--- src/rtl/collapse_array.sv ---
// Measure-once storage array: each slot holds a basis-masked word that
// collapses on its first read; repeated wrong-basis reads lock the block.
module collapse_array #(
  parameter int DATA_W      = 256,
  parameter int BASIS_W     = 8,
  parameter int N_SLOTS     = 4,
  parameter int LOCK_THRESH = 3,
  localparam int SLOT_W     = (N_SLOTS > 2) ? $clog2(N_SLOTS) : 1
) (
  input  logic                  clk,
  input  logic                  rst,
  input  logic                  arm_valid,
  output logic                  arm_ready,
  input  logic [SLOT_W-1:0]     arm_slot,
  input  logic [DATA_W-1:0]     arm_value,
  input  logic [BASIS_W-1:0]    arm_basis,
  input  logic                  rd_valid,
  input  logic [SLOT_W-1:0]     rd_slot,
  input  logic [BASIS_W-1:0]    rd_basis,
  output logic                  rsp_valid,
  output logic [DATA_W-1:0]     rsp_data,
  output logic                  rsp_match,
  output logic [SLOT_W-1:0]     rsp_slot,
  output logic [2*N_SLOTS-1:0]  slot_state,
  output logic                  locked
);

  localparam int FC_W = (LOCK_THRESH > 1) ? $clog2(LOCK_THRESH + 1) : 1;
  localparam int REPS = DATA_W / BASIS_W;
  localparam logic [SLOT_W:0] SLOT_LIM = (SLOT_W + 1)'(N_SLOTS);

  typedef enum logic [1:0] {
    S_EMPTY     = 2'b00,
    S_ARMED     = 2'b01,
    S_COLLAPSED = 2'b10
  } slot_st_e;

  slot_st_e            r_st       [N_SLOTS];
  logic [DATA_W-1:0]   r_data     [N_SLOTS];
  logic [BASIS_W-1:0]  r_basis    [N_SLOTS];
  slot_st_e            w_st_nx    [N_SLOTS];
  logic [DATA_W-1:0]   w_data_nx  [N_SLOTS];
  logic [BASIS_W-1:0]  w_basis_nx [N_SLOTS];

  logic [FC_W-1:0]     r_fail_cnt, w_fail_nx;
  logic                r_locked, w_lock_nx;
  logic                r_rsp_valid, r_rsp_match;
  logic [DATA_W-1:0]   r_rsp_data, w_rsp_data_nx;
  logic [SLOT_W-1:0]   r_rsp_slot;

  logic                w_rd_acc, w_rd_in, w_arm_in, w_arm_busy, w_arm_fire;
  logic                w_hit, w_match, w_wrong;
  slot_st_e            w_sel_st;
  logic [DATA_W-1:0]   w_sel_data, w_arm_word;
  logic [BASIS_W-1:0]  w_sel_basis;

  function automatic logic [DATA_W-1:0] mask(input logic [BASIS_W-1:0] b);
    logic [DATA_W-1:0] m;
    m = '0;
    for (int unsigned k = 0; k < REPS; k++) m[k*BASIS_W +: BASIS_W] = b;
    return m;
  endfunction

  always_comb begin
    w_rd_acc    = rd_valid && !r_locked;
    w_rd_in     = {1'b0, rd_slot} < SLOT_LIM;
    w_arm_in    = {1'b0, arm_slot} < SLOT_LIM;
    w_sel_st    = S_EMPTY;
    w_sel_data  = '0;
    w_sel_basis = '0;
    w_arm_busy  = 1'b0;
    for (int unsigned i = 0; i < N_SLOTS; i++) begin
      if (rd_slot == SLOT_W'(i)) begin
        w_sel_st    = r_st[i];
        w_sel_data  = r_data[i];
        w_sel_basis = r_basis[i];
      end
      if (arm_slot == SLOT_W'(i) && r_st[i] == S_ARMED) w_arm_busy = 1'b1;
    end

    // Read wins a same-slot collision, even when the read itself targets an idle slot.
    arm_ready  = !r_locked && w_arm_in && !w_arm_busy && !(rd_valid && rd_slot == arm_slot);
    w_arm_fire = arm_valid && arm_ready;
    w_arm_word = arm_value ^ mask(arm_basis);

    w_hit     = w_rd_acc && w_rd_in && (w_sel_st == S_ARMED);
    w_match   = w_hit && (rd_basis == w_sel_basis);
    w_wrong   = w_hit && !w_match;
    w_fail_nx = r_fail_cnt + FC_W'(w_wrong);
    w_lock_nx = r_locked || (w_wrong && (w_fail_nx == FC_W'(LOCK_THRESH)));

    w_rsp_data_nx = w_match ? (w_sel_data ^ mask(rd_basis)) : '0;

    // Priority per slot: lockout wipe, then read collapse, then arm.
    for (int unsigned i = 0; i < N_SLOTS; i++) begin
      w_st_nx[i]    = r_st[i];
      w_data_nx[i]  = r_data[i];
      w_basis_nx[i] = r_basis[i];
      if (w_arm_fire && arm_slot == SLOT_W'(i)) begin
        w_st_nx[i]    = S_ARMED;
        w_data_nx[i]  = w_arm_word;
        w_basis_nx[i] = arm_basis;
      end
      if (w_hit && rd_slot == SLOT_W'(i)) begin
        w_st_nx[i]    = S_COLLAPSED;
        w_data_nx[i]  = '0;
        w_basis_nx[i] = '0;
      end
      if (w_lock_nx && !r_locked) begin
        w_st_nx[i]    = S_COLLAPSED;
        w_data_nx[i]  = '0;
        w_basis_nx[i] = '0;
      end
    end
  end

  always_ff @(posedge clk or posedge rst) begin
    if (rst) begin
      for (int unsigned i = 0; i < N_SLOTS; i++) begin
        r_st[i]    <= S_EMPTY;
        r_data[i]  <= '0;
        r_basis[i] <= '0;
      end
      r_fail_cnt  <= '0;
      r_locked    <= 1'b0;
      r_rsp_valid <= 1'b0;
      r_rsp_match <= 1'b0;
      r_rsp_data  <= '0;
      r_rsp_slot  <= '0;
    end else begin
      for (int unsigned i = 0; i < N_SLOTS; i++) begin
        r_st[i]    <= w_st_nx[i];
        r_data[i]  <= w_data_nx[i];
        r_basis[i] <= w_basis_nx[i];
      end
      r_fail_cnt  <= w_fail_nx;
      r_locked    <= w_lock_nx;
      r_rsp_valid <= w_rd_acc;
      r_rsp_match <= w_match;
      r_rsp_data  <= w_rsp_data_nx;
      if (w_rd_acc) r_rsp_slot <= rd_slot;
    end
  end

  always_comb begin
    slot_state = '0;
    for (int unsigned i = 0; i < N_SLOTS; i++) slot_state[2*i +: 2] = r_st[i];
  end

  assign rsp_valid = r_rsp_valid;
  assign rsp_data  = r_rsp_data;
  assign rsp_match = r_rsp_match;
  assign rsp_slot  = r_rsp_slot;
  assign locked    = r_locked;

endmodule

--- config.mk ---
export PLATFORM = sky130hd
export DESIGN_NAME = collapse_array
export DESIGN_NICKNAME = d
export VERILOG_FILES = /design/src/rtl/collapse_array.sv
export SDC_FILE = /design/constraint.sdc
export NUM_CORES = 2
export LEC_CHECK = 0
export ABC_AREA = 1
export BUFFER_PORTS_ARGS = -buffer_cell sky130_fd_sc_hd__buf_2
export CELL_PAD_IN_SITES_DETAIL_PLACEMENT = 1
export CELL_PAD_IN_SITES_GLOBAL_PLACEMENT = 2
export CORE_UTILIZATION = 40
export DETAILED_ROUTE_END_ITERATION = 10
export PLACE_DENSITY = 0.88
export REMOVE_ABC_BUFFERS = 1
export SLEW_MARGIN = 0
export SYNTH_ARGS = -nofsm -noshare
export SYNTH_HDL_FRONTEND = slang
export SYNTH_SLANG_ARGS = --single-unit
--- constraint.sdc ---
create_clock -name clk -period 122.7 [get_ports clk]
set_input_delay 6.135 -clock clk [delete_from_list [all_inputs] [get_ports clk]]
set_output_delay 6.135 -clock clk [all_outputs]
set_load 0.005 [all_outputs]
* Word level (Yosys, flattened, before mapping)
Index checks and enable logic that the tools add are counted.
** Storage, ports and cells
- Flip-flop bits (word level) :: 1327
- Input bits :: 280
- Output and inout port bits :: 270
- Logic and storage cells :: 121
** Cells by class
- $add $sub $neg :: 1
- Eq/ne operators :: 14
- Mux-type cells :: 53
- Bitwise logic cells :: 2
- Reduce and logical (&&, ||, !) cells :: 33
** Operator list (number)
- two-way mux 256 bit :: 17
- XOR 256 bit :: 2
- two-way mux 8 bit :: 16
- two-way mux 2 bit :: 16
- logical AND 1 bit :: 22
- equality test 2 x 1 -> 1 bit, second input constant :: 7
- nonzero test 3 bit :: 4
- equality test 2 bit, second input constant :: 5
- equality test 8 bit :: 1
- zero test 1 bit :: 4
- zero test 2 bit :: 2
- two-way mux 1 bit :: 4
- adder 2 x 1 -> 2 bit :: 1
- equality test 2 bit :: 1
- logical OR 1 bit :: 1

* Depth between registers and ports, before layout
- Depth after elaboration :: 16
- Gate-level depth with buffers :: 22

* Least setup slack after synthesis
OpenSTA, ideal clock, no wires.
- Path type :: input to output
- Start :: input port rd_slot[1]
- End :: output port arm_ready
- Arrival time :: 7053 ps
- Required time :: 116565 ps
- Setup slack :: 109512 ps
- Stages :: 8
- Buffers on the path :: 3
- Path through :: buf_4 > inv_2 > buf_2 > o22ai_1 > nor3_1 > nor3_2 > and2_1 > buf_2
** On the way
- Cells in the longest elaborated chain, start to end :: 4
** Ends and longest elaborated chain
- start: declaration :: line 18 : input logic [SLOT_W-1:0] rd_slot,
- equality test 2 bit :: line 82 : arm_ready = !r_locked && w_arm_in && !w_arm_busy && !(rd_valid && rd_slot == arm_slot);
- logical AND 1 bit :: line 82
- zero test 1 bit :: line 82
- logical AND 1 bit :: line 82
- end: declaration :: line 13 : output logic arm_ready,
No other way between the ends.

* Final worst setup path
Ends and elaborated chain as after synthesis.

==> qor.yml <==
synth_xor_area_share_pct: 7.12
ys_top_cells_by_area: "dfrtp_1, nand2_1, nand4_1, xor2_1, a21oi_1"
first_iter_violations: 5032
die_height_um: 399
clock_sinks: 1327
synth_top_family_by_area: "simple AND/OR/NAND/NOR gates"
crit_path_top_delay_cell: "buf_6"
rows: 145
power_frac_comb_pct: 7.9
die_area_um2: 159000
crit_start: "rd_slot[1]"
drive_gt1_share_pct: 12.5
drc: 0
clkTransAtPathRegs_ns: 0.05
clock_latency_ns: 0.82
synth_edf_count: 0
ctsResizeCount: 0
cp_slowest_stage_delay_ns: 0.58
slew_headroom_pct: 21.3
slew_viol_final: 0
holdBufCountCts: 0
synth_adder_area_share_pct: 0.0198
tightest_slew_ns: 1.18
postRouteAntennaNets: 0
grt_setup_unrepaired: "false"
cp_top_family: "buffers and inverters"
p_int_mw: 0.738
crit_required_ns: 116.57
nets: 7573
max_freq_ghz: 0.0691
ys_async_sr_fraction_pct: 100
crit_arrival_ns: 8.35
path_class: "in2out"
cts_max_level: 4
first_pass_iters: 5
swShare_pct: 25.9
status: "finished clean"
yosysUniqueCellTypes: 31
reg2reg_from: "locked$_DFF_PP0_"
syn_area_um2: 63100
synth_area_leader_cell: "dfrtp_1"
synth_compound_area_share_pct: 10.4
synth-seq-area-share_pct: 52.6
path_cells: "buf_6 -> buf_4 -> o21ai_0 -> nor3_1 -> nor3_2 -> and2_1 -> buf_2"
wl_per_cell_um: 25.4
pwr-share-seq_pct: 45.1
overflow: 0
drt-total-wl_mm: 240
skew_ns: 0.0323
stdcell_count: 9468
numCtsBuffers: 151
grt_pass1_vias: 59100
fin_crit_ns: 14.48
area_growth_pct: 13.2
synth.top_cells.by_count: "nand2_1, dfrtp_1, nand4_1"
vias_per_cell: 6.04
die_w_um: 399
core_um2: 156000
num_vias: 57200
gp_congestion: 0.784
leakage_nw: 35.1
synthMuxAreaShare_pct: 0
finalHoldViolCount: 0
setup_viol: 0
numPortBuffers: 549
crit_buf_inv: 3
grt_usage_pct: 29.8
cts_setup_buffers: 0
synthFlopType: "dfrtp_1"
cp-start-kind: "input pin"
grt_pass1_wl_mm: 368
post-place-cells: 9197
start_util_pct: 40.4
syn_area_per_cell_um2: 8.72
hold_path_class: "reg2reg"
yosys.area_share.simple_pct: 24.7
clkPwrFrac_pct: 47.0
synth_most_common_cell: "nand2_1"
ioPinCount: 550
synth_top_area_share_pct: 52.6
cp_max_fo: 66
timing.setup.tns_ns: 0
hp-start: "r_data[765]$_DFFE_PP0P_"
syn-instance-count: 7240
yosysWarnings: 0
clockRootBuffer: "clkbuf_16"
grt_max_degree: 226
maxCapViolCount: 0
synth_seq_cells: 1327
cts_tree: "done"
clock_path_buffers: 3
crit_path_end_kind: "output port"
vdd_drop_max_mv: 0.0148
min_period_over_period_pct: 11.8
switchingPower_mw: 0.258
fin_util_pct: 45.7
dp_hpwl_mm: 128
grt_antenna_before_repair: 1
p_per_area_nw_per_um2: 13.9
[final timing paths]
kind / endpoint / slack, ns / cells after the start
setup / recovery: arm_ready / 108.22 / 7
hold / removal: r_data[765]$_DFFE_PP0P_ / 0.51 / 2
setup reg to reg: r_data[357]$_DFFE_PP0P_ / 117.17 / 11
hold reg to reg: r_data[765]$_DFFE_PP0P_ / 0.51 / 2
max in group asynchronous: rsp_data[163]$_DFF_PP0_ / 112.67 / 7
min in group asynchronous: rsp_data[88]$_DFF_PP0_ / 5.41 / 2
[placed cells by master, fill, tap and decap left out, types with 30 or more instances in the layout]
cell / netlist / routed
o21ai_0: 389 / 389
a221oi_1: 127 / 127
nand4_1: 1056 / 1056
o22ai_1: 123 / 123
a21oi_1: 535 / 535
dfrtp_1: 1327 / 1327
nand2_1: 2045 / 2042
buf_4: 7 / 96
buf_2: 225 / 548
nand3_1: 32 / 30
clkbuf_8: 0 / 35
clkbuf_16: 0 / 154
xor2_1: 512 / 512
nor2_1: 277 / 273
[layout make-up]
| class | instances | area [um2] |
|---|---|---|
| Antenna cell | 2 | 5.00 |
| Clock buffer | 216 | 4440 |
| Clock inverter | 53 | 651 |
| Fill cell | 18100 | 84900 |
| Inverter | 44 | 213 |
| Multi-Input combinational cell | 5116 | 26700 |
| Sequential cell | 1327 | 33200 |
| Tap cell | 2058 | 2570 |
| Timing Repair Buffer | 652 | 3610 |
[kinds of logic (layout without fill, tap and decap cells)]
logic type	count (synthesis)	count (layout)
and+or+nand+nor	3424	3424
DFF	1327	1327
AOI/OAI and AO/OA	1178	1178
buffers and inverters	797	965
xor gates and xnor gates	513	513
adders and majority gates	1	1
other	0	2
[stage by stage]
stage          hold WS (ns)  instance area, um2  worst slack (ns)  total power [mW]
6_report              0.514               71400            108.22             0.995
3_5_place_dp          0.498               66400            108.22             0.535
3_3_place_gp          0.498               66400            108.24             0.534
5_1_grt               0.536               71400            108.12              1.03
2_1_floorplan         0.462               60000             79.16             0.500
4_1_cts               0.517               71400            108.25              1.00
[power by group through the flow]
stage | Combinational, mW | Clock (mW) | Sequential (mW)
2_1_floorplan | 0.0433 | 0 | 0.457
5_1_grt | 0.0859 | 0.490 | 0.450
3_5_place_dp | 0.0786 | 0 | 0.457
3_3_place_gp | 0.0775 | 0 | 0.457
4_1_cts | 0.0792 | 0.475 | 0.449
6_report | 0.0786 | 0.468 | 0.449
[per-layer routing]
metal | part of all wire (%) | vias to the layer above | GRT usage (%)
li1 | - | 25000 | -
met1 | 44 | 29800 | 40.9
met2 | 47 | 2005 | 47.4
met3 | 6.1 | 390 | 4.43
met4 | 3.4 | 0 | 11.3
met5 | 0 | - | 0
[tightest hold or removal path, cell delays in order, from the launching register on]
cell	delay, ns
dfrtp_1	0.34
nand4_1	0.09
nand2_1	0.06
[registers in the layout, summed over array words and instances, names as in the netlist]
| signal | cells |
|---|---|
| rsp_match | 1 |
| rsp_slot | 2 |
| slot_state | 8 |
| r_data | 1024 |
| r_basis | 32 |
| locked | 1 |
| rsp_data | 256 |
| rsp_valid | 1 |
| r_fail_cnt | 2 |
(Power assumes the default switching activity.)
